### config.mk
export PLATFORM = sky130hd
export DESIGN_NAME = qcw_phase_nco
export DESIGN_NICKNAME = d
export VERILOG_FILES = /design/src/rtl/qcw_phase_nco.sv
export SDC_FILE = /design/constraint.sdc
export NUM_CORES = 1
export LEC_CHECK = 0
export CAP_MARGIN = 20
export CORE_UTILIZATION = 50
export DETAILED_ROUTE_END_ITERATION = 6
export PLACE_DENSITY = 0.69
export SYNTH_ARGS = -nofsm -noshare
export SYNTH_HDL_FRONTEND = slang
export SYNTH_SLANG_ARGS = --single-unit
export TNS_END_PERCENT = 30
### constraint.sdc
create_clock -name pwm_clk -period 7.95 [get_ports pwm_clk]
set_input_delay 2.385 -clock pwm_clk [delete_from_list [all_inputs] [get_ports pwm_clk]]
set_output_delay 2.385 -clock pwm_clk [all_outputs]
set_load 0.1 [all_outputs]
### src/rtl/qcw_phase_nco.sv
// Phase-shift NCO for the QCW full bridge: four dead-time protected gate drives
// with double-buffered period/phase, graceful stop, sticky halt and cycle counter.
//
// state | meaning
// ------+----------------------------------------------------------------
// IDLE  | gates off, count held at 0; waits for enable with no halt pending
// RUN   | count cycles 0..P-1, gates driven, shadow copied at each wrap
// STOP  | finishing the current period after enable fell; IDLE at the wrap
module qcw_phase_nco #(
    parameter int unsigned WIDTH      = 16,
    parameter int unsigned PERIOD_MIN = 'h100,
    parameter int unsigned PERIOD_MAX = 'h2000,
    parameter int unsigned DEADTIME   = 8
) (
    input  logic             pwm_clk,
    input  logic             reset,
    input  logic             enable,
    input  logic             halt,
    input  logic             load,
    input  logic [WIDTH-1:0] period_next,
    input  logic [WIDTH-1:0] phase_next,
    output logic             leg_a_hi,
    output logic             leg_a_lo,
    output logic             leg_b_hi,
    output logic             leg_b_lo,
    output logic             next,
    output logic             running,
    output logic             halted,
    output logic [WIDTH-1:0] cycle_count
);

    localparam int unsigned DTW = (DEADTIME < 2) ? 1 : $clog2(DEADTIME + 1);
    localparam logic [DTW-1:0]   DT     = DTW'(DEADTIME);
    localparam logic [DTW-1:0]   DT_ONE = DTW'(1);
    localparam logic [WIDTH-1:0] ONE    = WIDTH'(1);
    localparam logic [WIDTH-1:0] P_MIN  = WIDTH'(PERIOD_MIN);
    localparam logic [WIDTH-1:0] P_MAX  = WIDTH'(PERIOD_MAX);

    if (DEADTIME >= PERIOD_MIN / 2) begin : g_bad_deadtime
        $error("qcw_phase_nco: DEADTIME must be below PERIOD_MIN/2");
    end
    if (PERIOD_MIN > PERIOD_MAX) begin : g_bad_range
        $error("qcw_phase_nco: PERIOD_MIN exceeds PERIOD_MAX");
    end

    typedef enum logic [1:0] {
        S_IDLE = 2'd0,
        S_RUN  = 2'd1,
        S_STOP = 2'd2
    } state_t;

    state_t state_q, state_d;

    logic [WIDTH-1:0] count_q;
    logic [WIDTH-1:0] period_act, phase_act;
    logic [WIDTH-1:0] shadow_period, shadow_phase;
    logic [WIDTH-1:0] p_new, f_new, half;
    logic [WIDTH:0]   b_count;
    logic             raw_a, raw_b, raw_a_q, raw_b_q;
    logic [DTW-1:0]   dt_a_q, dt_b_q, dt_a_cur, dt_b_cur;
    logic             gate_a, gate_b;
    logic             wrap, start, quiet;

    function automatic logic [WIDTH-1:0] clamp_period(input logic [WIDTH-1:0] p);
        logic [WIDTH-1:0] r;
        r = p;
        if (p < P_MIN) r = P_MIN;
        else if (p > P_MAX) r = P_MAX;
        return r;
    endfunction

    always_comb begin
        p_new = clamp_period(shadow_period);
        f_new = (shadow_phase > p_new - ONE) ? p_new - ONE : shadow_phase;
        half  = period_act >> 1;
        raw_a = count_q < half;
        // Leg-B count kept one bit wider so count+P-F cannot overflow.
        if (count_q >= phase_act) b_count = {1'b0, count_q} - {1'b0, phase_act};
        else b_count = {1'b0, count_q} + {1'b0, period_act} - {1'b0, phase_act};
        raw_b    = b_count < {1'b0, half};
        dt_a_cur = (raw_a != raw_a_q) ? DT : dt_a_q;
        dt_b_cur = (raw_b != raw_b_q) ? DT : dt_b_q;
        gate_a   = dt_a_cur != '0;
        gate_b   = dt_b_cur != '0;
        wrap     = (state_q != S_IDLE) && (count_q == period_act - ONE) && !halt;
    end

    always_comb begin
        state_d = state_q;
        case (state_q)
            S_IDLE: if (enable && !halted) state_d = S_RUN;
            S_RUN:  if (!enable) state_d = S_STOP;
            S_STOP: begin
                if (enable) state_d = S_RUN;
                else if (wrap) state_d = S_IDLE;
            end
            default: state_d = S_IDLE;
        endcase
        if (halt) state_d = S_IDLE;
    end

    assign start   = (state_q == S_IDLE) && (state_d == S_RUN);
    assign quiet   = (state_q == S_IDLE) || halt;
    assign running = state_q != S_IDLE;

    always_ff @(posedge pwm_clk) begin
        if (reset) state_q <= S_IDLE;
        else state_q <= state_d;
    end

    always_ff @(posedge pwm_clk) begin
        if (reset) begin
            count_q       <= '0;
            period_act    <= P_MAX;
            phase_act     <= '0;
            shadow_period <= P_MAX;
            shadow_phase  <= '0;
            cycle_count   <= '0;
            halted        <= 1'b0;
            raw_a_q       <= 1'b0;
            raw_b_q       <= 1'b0;
            dt_a_q        <= '0;
            dt_b_q        <= '0;
            leg_a_hi      <= 1'b0;
            leg_a_lo      <= 1'b0;
            leg_b_hi      <= 1'b0;
            leg_b_lo      <= 1'b0;
            next          <= 1'b0;
        end else begin
            if (load) begin
                shadow_period <= period_next;
                shadow_phase  <= phase_next;
            end

            if (halt) halted <= 1'b1;
            else if (state_q == S_IDLE && !enable) halted <= 1'b0;

            if (state_d == S_IDLE || start || wrap) count_q <= '0;
            else count_q <= count_q + ONE;

            // The wrap copies the shadow as it stood before any coincident load.
            if (start || wrap) begin
                period_act <= p_new;
                phase_act  <= f_new;
            end

            if (start) cycle_count <= '0;
            else if (wrap && cycle_count != '1) cycle_count <= cycle_count + ONE;

            if (start) begin
                dt_a_q <= DT;
                dt_b_q <= DT;
            end else if (quiet) begin
                dt_a_q <= '0;
                dt_b_q <= '0;
            end else begin
                dt_a_q <= gate_a ? dt_a_cur - DT_ONE : '0;
                dt_b_q <= gate_b ? dt_b_cur - DT_ONE : '0;
            end

            if (quiet) begin
                raw_a_q  <= 1'b0;
                raw_b_q  <= 1'b0;
                leg_a_hi <= 1'b0;
                leg_a_lo <= 1'b0;
                leg_b_hi <= 1'b0;
                leg_b_lo <= 1'b0;
                next     <= 1'b0;
            end else begin
                raw_a_q  <= raw_a;
                raw_b_q  <= raw_b;
                leg_a_hi <= raw_a && !gate_a;
                leg_a_lo <= !raw_a && !gate_a;
                leg_b_hi <= raw_b && !gate_b;
                leg_b_lo <= !raw_b && !gate_b;
                next     <= wrap;
            end
        end
    end

endmodule
==> impl_results.md, run 1 <==
* Hold depth at 2
* Clock transition at the registers of the reported paths at roughly 0.050 ns
* Vias in the first global route at between 7,000 and 8,000
* Sw frac at 30.33%
* Finished Layout Cells at roughly 1,400
* Antenna violations before repair at 0
* Max frequency at approximately 0.16 GHz
* Clock skew at ~0.007 ns
* WHS at between 0.4 and 0.5 ns
* Critical path peak fanout at 8
* Core ar. at ~0.017 sq mm
* GR Overflow Total at 0
* Wirelength, routed at around 22,000 microns
* Int Power at between 1 and 1.5 mW
* Post-synth EDFFs at 0
* Seq/Total Area, Yosys at approximately 26%
* Min Clock Period, post-route at 6.141 ns
* Busiest layer in global routing: met2
* Worst-skew pair later-pin latency at 0.42 ns
* Post-DP Area at a little under 0.01 sq mm
* Status: finished clean
* Die Ht at around 140 microns
* Slowest Stage Delay on Critical Path at about 0.57 ns
* Final Setup Violations at 0
* WP data required at 8.29 ns
* CP arrival at 6.48 ns
* TritonCTS clock tree: done
* Worst setup path start: count_q[1]
* Final core utilization at around three fifths
* Final setup margin at 1.809 ns
* Global-route wire length before repair at about 37,000 microns
* H-Tree Depth at 4
* Met1 Use GR at 35.18%
* Main flop type after synthesis: dfxtp_1
* Post_cts resized at 0
* Routed Antenna Nets at 0
* NetSw at ~0.55 mW
* Die X at roughly 140 microns
* Clock power share at approximately 41%
* R2R Setup Slk at around 1.8 ns
* Layout cell share with drive strength beyond 1 at approximately 6.1%
* Sequential cell area at around 0.0023 sq mm
* PwrDens at about 180 mW/mm^2
* HPWL Detailed at between 15,000 and 20,000 microns
* Ports at 60
* Final instance area at slightly above 0.01 sq mm
* CP Launch Type: register
* Comb pwr share at approximately 25%
* Relative slew slack at 32.41%
* Met3 Resource Use GR at approximately 4%
* Vias per std cell at a little under 6
* Initial drt markers at 468
* Hold_buf cts at 0
* Max Slew Vio Count at 0
* Static Leak at about 4.3 nW
* TNS Setup at 0 ns
* Final nets at around 1,300
* Fin. Hold Viols at 0
* WHS Endpoint: cycle_count[14]
* Clk sink count at roughly 110
* Initial Util at approximately half
* FFs w/ async S/R, synth at 0%
* DIE AREA at about 0.018 sq mm
* Layout area overhead at 15.17%
* Post-CTS setup buffer count at 0
* Worst slack, placed at roughly 1.8 ns
* Row count at 48
* Worst min path class: register to register
* Reg-to-reg endpoint: dt_b_q[2]
* Port Buffers at approximately 60
* Antenna cells at 0
* Syn avg cell area at between 8 and 9 sq um
* Global placement routability congestion at between 0.9 and 1
* Worst Max-Slew Pin Slew at ~1.0 ns
* Slowest stage cell, crit path: fa_1
* Pin count of the biggest net entering global routing at between 60 and 70
* Multi-input combinational cell area at 0.006066 sq mm
* Fin crit share at 77.24%
* Distinct cells, synth at 80
* Post-Place Cells at 1,342
* Number of synthesis warnings at 0
* Top cell by count, worst path: ha_1
* Reg2reg start: count_q[1]
* R2R cell count at 25
* Post-Syn Area at 0.008857 sq mm
* MaxCap Viol Count at 0
* Pwr Total at approximately 1.8 mW
* Cts bufs inserted at 17
* CTS root buf: clkbuf_16
* Synth Instances at 1,088
* Met2 Use GR at 41.03%
* Sequential power share at between 30% and 40%
* Routed len/inst at between 15 and 20 microns
* DRT Pass-1 Iters at 7
* Remaining DRCs at 0
* Register bit total from synthesis at 114
* Hold path start: cycle_count[14]
* Fillers at 1,609
* RSZ-0062 raised after global routing: no
* GRT Overall Usage at 25.73%
* Worst setup EP type: register
* CTS Buffer Depth at 2
* WS Path Type: register to register
* Worst vdd ir at between 0.1 and 0.15 mV
* Via count at approximately 8,000
-- synth_stat cells, drive strengths merged (26+ instances only) --
| cell type | n | area (sq um) |
|---|---|---|
| nand3 | 48 | 250.2 |
| clkbuf | 29 | 118.9 |
| nand2 | 65 | 244.0 |
| dfxtp | 114 | 2282 |
| mux2i | 38 | 380.4 |
| nor2 | 103 | 389.1 |
| a21o | 33 | 247.7 |
| nor3 | 26 | 130.1 |
| a21oi | 77 | 385.4 |
| ha | 83 | 1039 |
| o21ai | 42 | 210.2 |
| inv | 90 | 337.8 |
| xnor2 | 44 | 385.4 |
-- layout by cell type, fill, tap and decap left out, drive strengths merged, types with 7 or more instances in the layout --
| cell type | instances |
|---|---|
| a211oi | 19 |
| o21ai | 42 |
| ha | 83 |
| o31ai | 13 |
| nor4 | 12 |
| buf | 10 |
| dfxtp | 114 |
| and3 | 17 |
| nand2b | 10 |
| fa | 17 |
| o21a | 17 |
| clkinv | 8 |
| a221oi | 7 |
| a21o | 33 |
| a31oi | 7 |
| nor2 | 103 |
| nand4 | 22 |
| xnor2 | 44 |
| inv | 90 |
| clkdlybuf4s50 | 57 |
| nor3 | 26 |
| or3 | 15 |
| xor2 | 22 |
| or4 | 7 |
| nand2 | 65 |
| or2 | 7 |
| mux2i | 38 |
| o211ai | 13 |
| nand3 | 48 |
| clkbuf | 19 |
| a21oi | 77 |
-- power by group through the flow --
| stage | logic, mW | registers, mW | clock network [mW] |
|---|---|---|---|
| final | 0.461 | 0.607 | 0.753 |
| after detailed placement | 0.457 | 0.619 | 0 |
| after CTS | 0.459 | 0.606 | 0.764 |
| after floorplan | 0.353 | 0.615 | 0 |
| after global placement | 0.449 | 0.618 | 0 |
| after global routing | 0.520 | 0.609 | 0.789 |
-- routing by layer --
metal,part of all wire (%),up-vias
met3,3.9,31
met4,1.7,0
li1,-,4024
met1,49,3718
met5,0,-
met2,45,190
-- final cells by class --
class,instances,area share (%)
Inverter,91,3.348
Sequential cell,114,22.37
Tap cell,225,2.760
Clock inverter,13,1.337
Multi-Input combinational cell,845,59.46
Timing Repair Buffer,67,6.280
Clock buffer,19,4.440
-- sequential cells by signal, summed over array words and instances, names as in the netlist --
register,flops
leg_a_hi,1
phase_act,16
shadow_phase,16
dt_b_q,4
dt_a_q,4
halted,1
leg_a_lo,1
leg_b_lo,1
cycle_count,16
count_q,16
shadow_period,16
state_q,2
raw_b_q,1
raw_a_q,1
period_act,16
next,1
leg_b_hi,1
-- logic make-up after synthesis --
group,after synthesis,share of synthesized area (%)
AO/OA/AOI/OAI,271,20.57
buffers and inverters,131,5.891
flip-flops,114,25.77
other,1,0.04234
AND/OR/NAND/NOR,365,21.09
XOR/XNOR,66,6.526
multiplexers,40,4.549
adder cells (fa/ha/maj),100,15.57
-- how the worst max path moves through the flow --
| stage | to | slack, ns | depth (start not counted) |
|---|---|---|---|
| 2_1_floorplan | dt_b_q[2] | 2.41 | 25 |
| 3_3_place_gp | dt_b_q[2] | 1.98 | 25 |
| 3_5_place_dp | dt_b_q[2] | 1.83 | 25 |
| 4_1_cts | dt_b_q[2] | 1.82 | 25 |
| 5_1_grt | dt_b_q[2] | 1.20 | 21 |
| 6_report | dt_b_q[2] | 1.81 | 25 |
-- worst max-delay path: cells and delay by family, from the launching register on --
family	cells	cell delay, ns
compound gates	12	2.35
fa+ha+maj	4	1.49
simple gates	5	1.02
xor+xnor	2	0.52
flops	1	0.50
buf+inv	2	0.19
Note: power is estimated with default switching activity, not from simulation.
==> run 2: changes to the inputs <==
PLACE_DENSITY = 0.72   (was 0.69)
clock period = 5 ns   (was 7.95 ns; I/O delays follow)
==> run 2 against run 1 <==
Against the previous run: the flow now finishes with violations (negative setup slack); sequential power is 58% higher; final cell count is 6.8% higher; highest routed layer unchanged; global-route usage is 1.6 points higher.
==> impl_results.md, run 2 (synthesis gave the netlist of run 1 again) <==
* NetSw at around 0.9 mW
* Status: finished with violations
* Vias in the first global route at roughly 8,000
* Layout cell share with drive strength beyond 1 at 16.02%
* HPWL Detailed at 18,760 microns
* TNS Setup at -0.1591 ns
* Final instance area at around 0.011 sq mm
* RSZ-0062 raised after global routing: yes
* Worst vdd ir at between 0.2 and 0.25 mV
* Clock transition at the registers of the reported paths at around 0.060 ns
* Finished Layout Cells at 1,467
* Top cell by count, worst path: a21o_1
* Routed len/inst at roughly 16 microns
* Wirelength, routed at 24,150 microns
* Vias per std cell at around 5.8
* Antenna violations before repair at 0
* Die X at around 140 microns
* R2R cell count at 26
* Layout area overhead at 25.94%
* R2R Setup Slk at -0.12 ns
* CP arrival at roughly 5.5 ns
* Worst Max-Slew Pin Slew at between 1 and 1.5 ns
* MaxCap Viol Count at 0
* Fin. Hold Viols at 0
* Hold_buf cts at 0
* Pwr Total at about 3.1 mW
* TritonCTS clock tree: done
* Antenna cells at 0
* Core ar. at between 0.015 and 0.02 sq mm
* Comb pwr share at between 20% and 30%
* Global placement routability congestion at between 0.9 and 1
* GRT Overall Usage at a little over a quarter
* Slowest Stage Delay on Critical Path at 0.54 ns
* Final Setup Violations at 3
* Max Slew Vio Count at 0
* Worst min path class: register to register
* Clock skew at 0.01302 ns
* Max frequency at around 0.2 GHz
* Clk sink count at roughly 110
* H-Tree Depth at 4
* Failing checks: negative setup slack
* Final core utilization at approximately 64%
* Fin crit share at 102.5%
* WS Path Type: register to register
* Crit path depth at 26
* Post-Place Cells at around 1,400
* WP data required at roughly 5.3 ns
* Cts bufs inserted at 17
* Crit path to: dt_b_q[2]
* Final nets at between 1,000 and 1,500
* Reg2reg start: period_act[1]
* CTS Buffer Depth at 2
* CP bufs+invs at 2
* Sw frac at between 20% and 30%
* Worst slack, placed at -0.2193 ns
* Row count at 48
* DIE AREA at approximately 0.018 sq mm
* Clock power share at around two fifths
* Die Ht at between 100 and 150 microns
* PwrDens at ~280 mW/mm^2
* Routed Antenna Nets at 0
* Remaining DRCs at 0
* Port Buffers at slightly below 60
* Int Power at between 2 and 2.5 mW
* Global-route wire length before repair at 39,500 microns
* Worst setup EP type: register
* Final setup margin at -0.1247 ns
* Initial Util at 51.21%
* Top delay family on crit path: compound AO/OA/AOI/OAI gates
* Critical path peak fanout at 4
* Hold depth at 1
* CP Launch Type: register
* Relative slew slack at a little under 30%
* Worst-skew pair later-pin latency at 0.41 ns
* CTS root buf: clkbuf_16
* Via count at around 8,400
* Static Leak at around 4.8 nW
* Sequential power share at a little under a third
* Worst setup path start: period_act[1]
* Post-DP Area at around 0.010 sq mm
* DRT Pass-1 Iters at 5
* Most common cell after layout, fill and taps aside: dfxtp_1
* Min Clock Period, post-route at 5.125 ns
* Ports at 60
* Slowest stage cell, crit path: fa_1
* Commonest non-fill, non-tap cells in the layout: 106 x dfxtp_1, 102 x nor2_1, 100 x buf_4
* GR Overflow Total at 0
* Initial drt markers at about 440
* Reg-to-reg endpoint: dt_b_q[2]
* WHS at roughly 0.5 ns
* Pin count of the biggest net entering global routing at 35
-- run 2: cell count changes in the layout (fill, tap and decap cells not counted), moves of 4 or more --
cell / before / now
ha_1: 83 / 77
a21oi_2: 0 / 4
buf_4: 8 / 100
o21ai_0: 42 / 35
ha_4: 0 / 5
a21oi_1: 77 / 73
dfxtp_1: 114 / 106
o21ai_1: 0 / 6
dfxtp_4: 0 / 5
-- run 2: final cells by class --
cell class                 instances  area (sq um)
clock buffer                      21         450.4
fill                            1440          6142
inverter                          91         341.6
tap                              225         281.5
clock inverter                    11         161.4
sequential                       114          2305
multi-input combinational        845          6264
timing repair buffer             160          1351
-- run 2: timing repair --
action,CTS,global route
gates resized for setup,7,20
setup endpoints to repair,6,22
setup buffers,1,3
endpoints found under the hold margin,0,0
pin swaps,5,8
-- run 2: layer usage --
layer | vias to the layer above | track usage (%) | part of all wire, % | wire, microns
met5 | - | 0 | 0 | 0
met4 | 0 | 7.990 | 2.1 | 504
met3 | 39 | 3.716 | 3.3 | 793
met2 | 199 | 46.58 | 48 | 11600
met1 | 3989 | 35.92 | 47 | 11250
li1 | 4212 | - | - | -
-- run 2: worst min-delay path by stage --
stage | from | end | slack, ns
2_1_floorplan | state_q[0] | state_q[1] | 0.46
3_3_place_gp | state_q[0] | state_q[1] | 0.48
3_5_place_dp | state_q[0] | state_q[1] | 0.49
4_1_cts | cycle_count[5] | cycle_count[5] | 0.50
5_1_grt | state_q[0] | state_q[1] | 0.53
6_report | state_q[0] | state_q[1] | 0.50
-- run 2: power groups by stage --
stage                     clock, mW  combinational [mW]  sequential, mW
final                          1.27               0.910           0.959
after global routing           1.32                1.00           0.962
after CTS                      1.28               0.864           0.957
after detailed placement          0               0.847           0.976
after global placement            0               0.832           0.975
after floorplan                   0               0.577           0.976
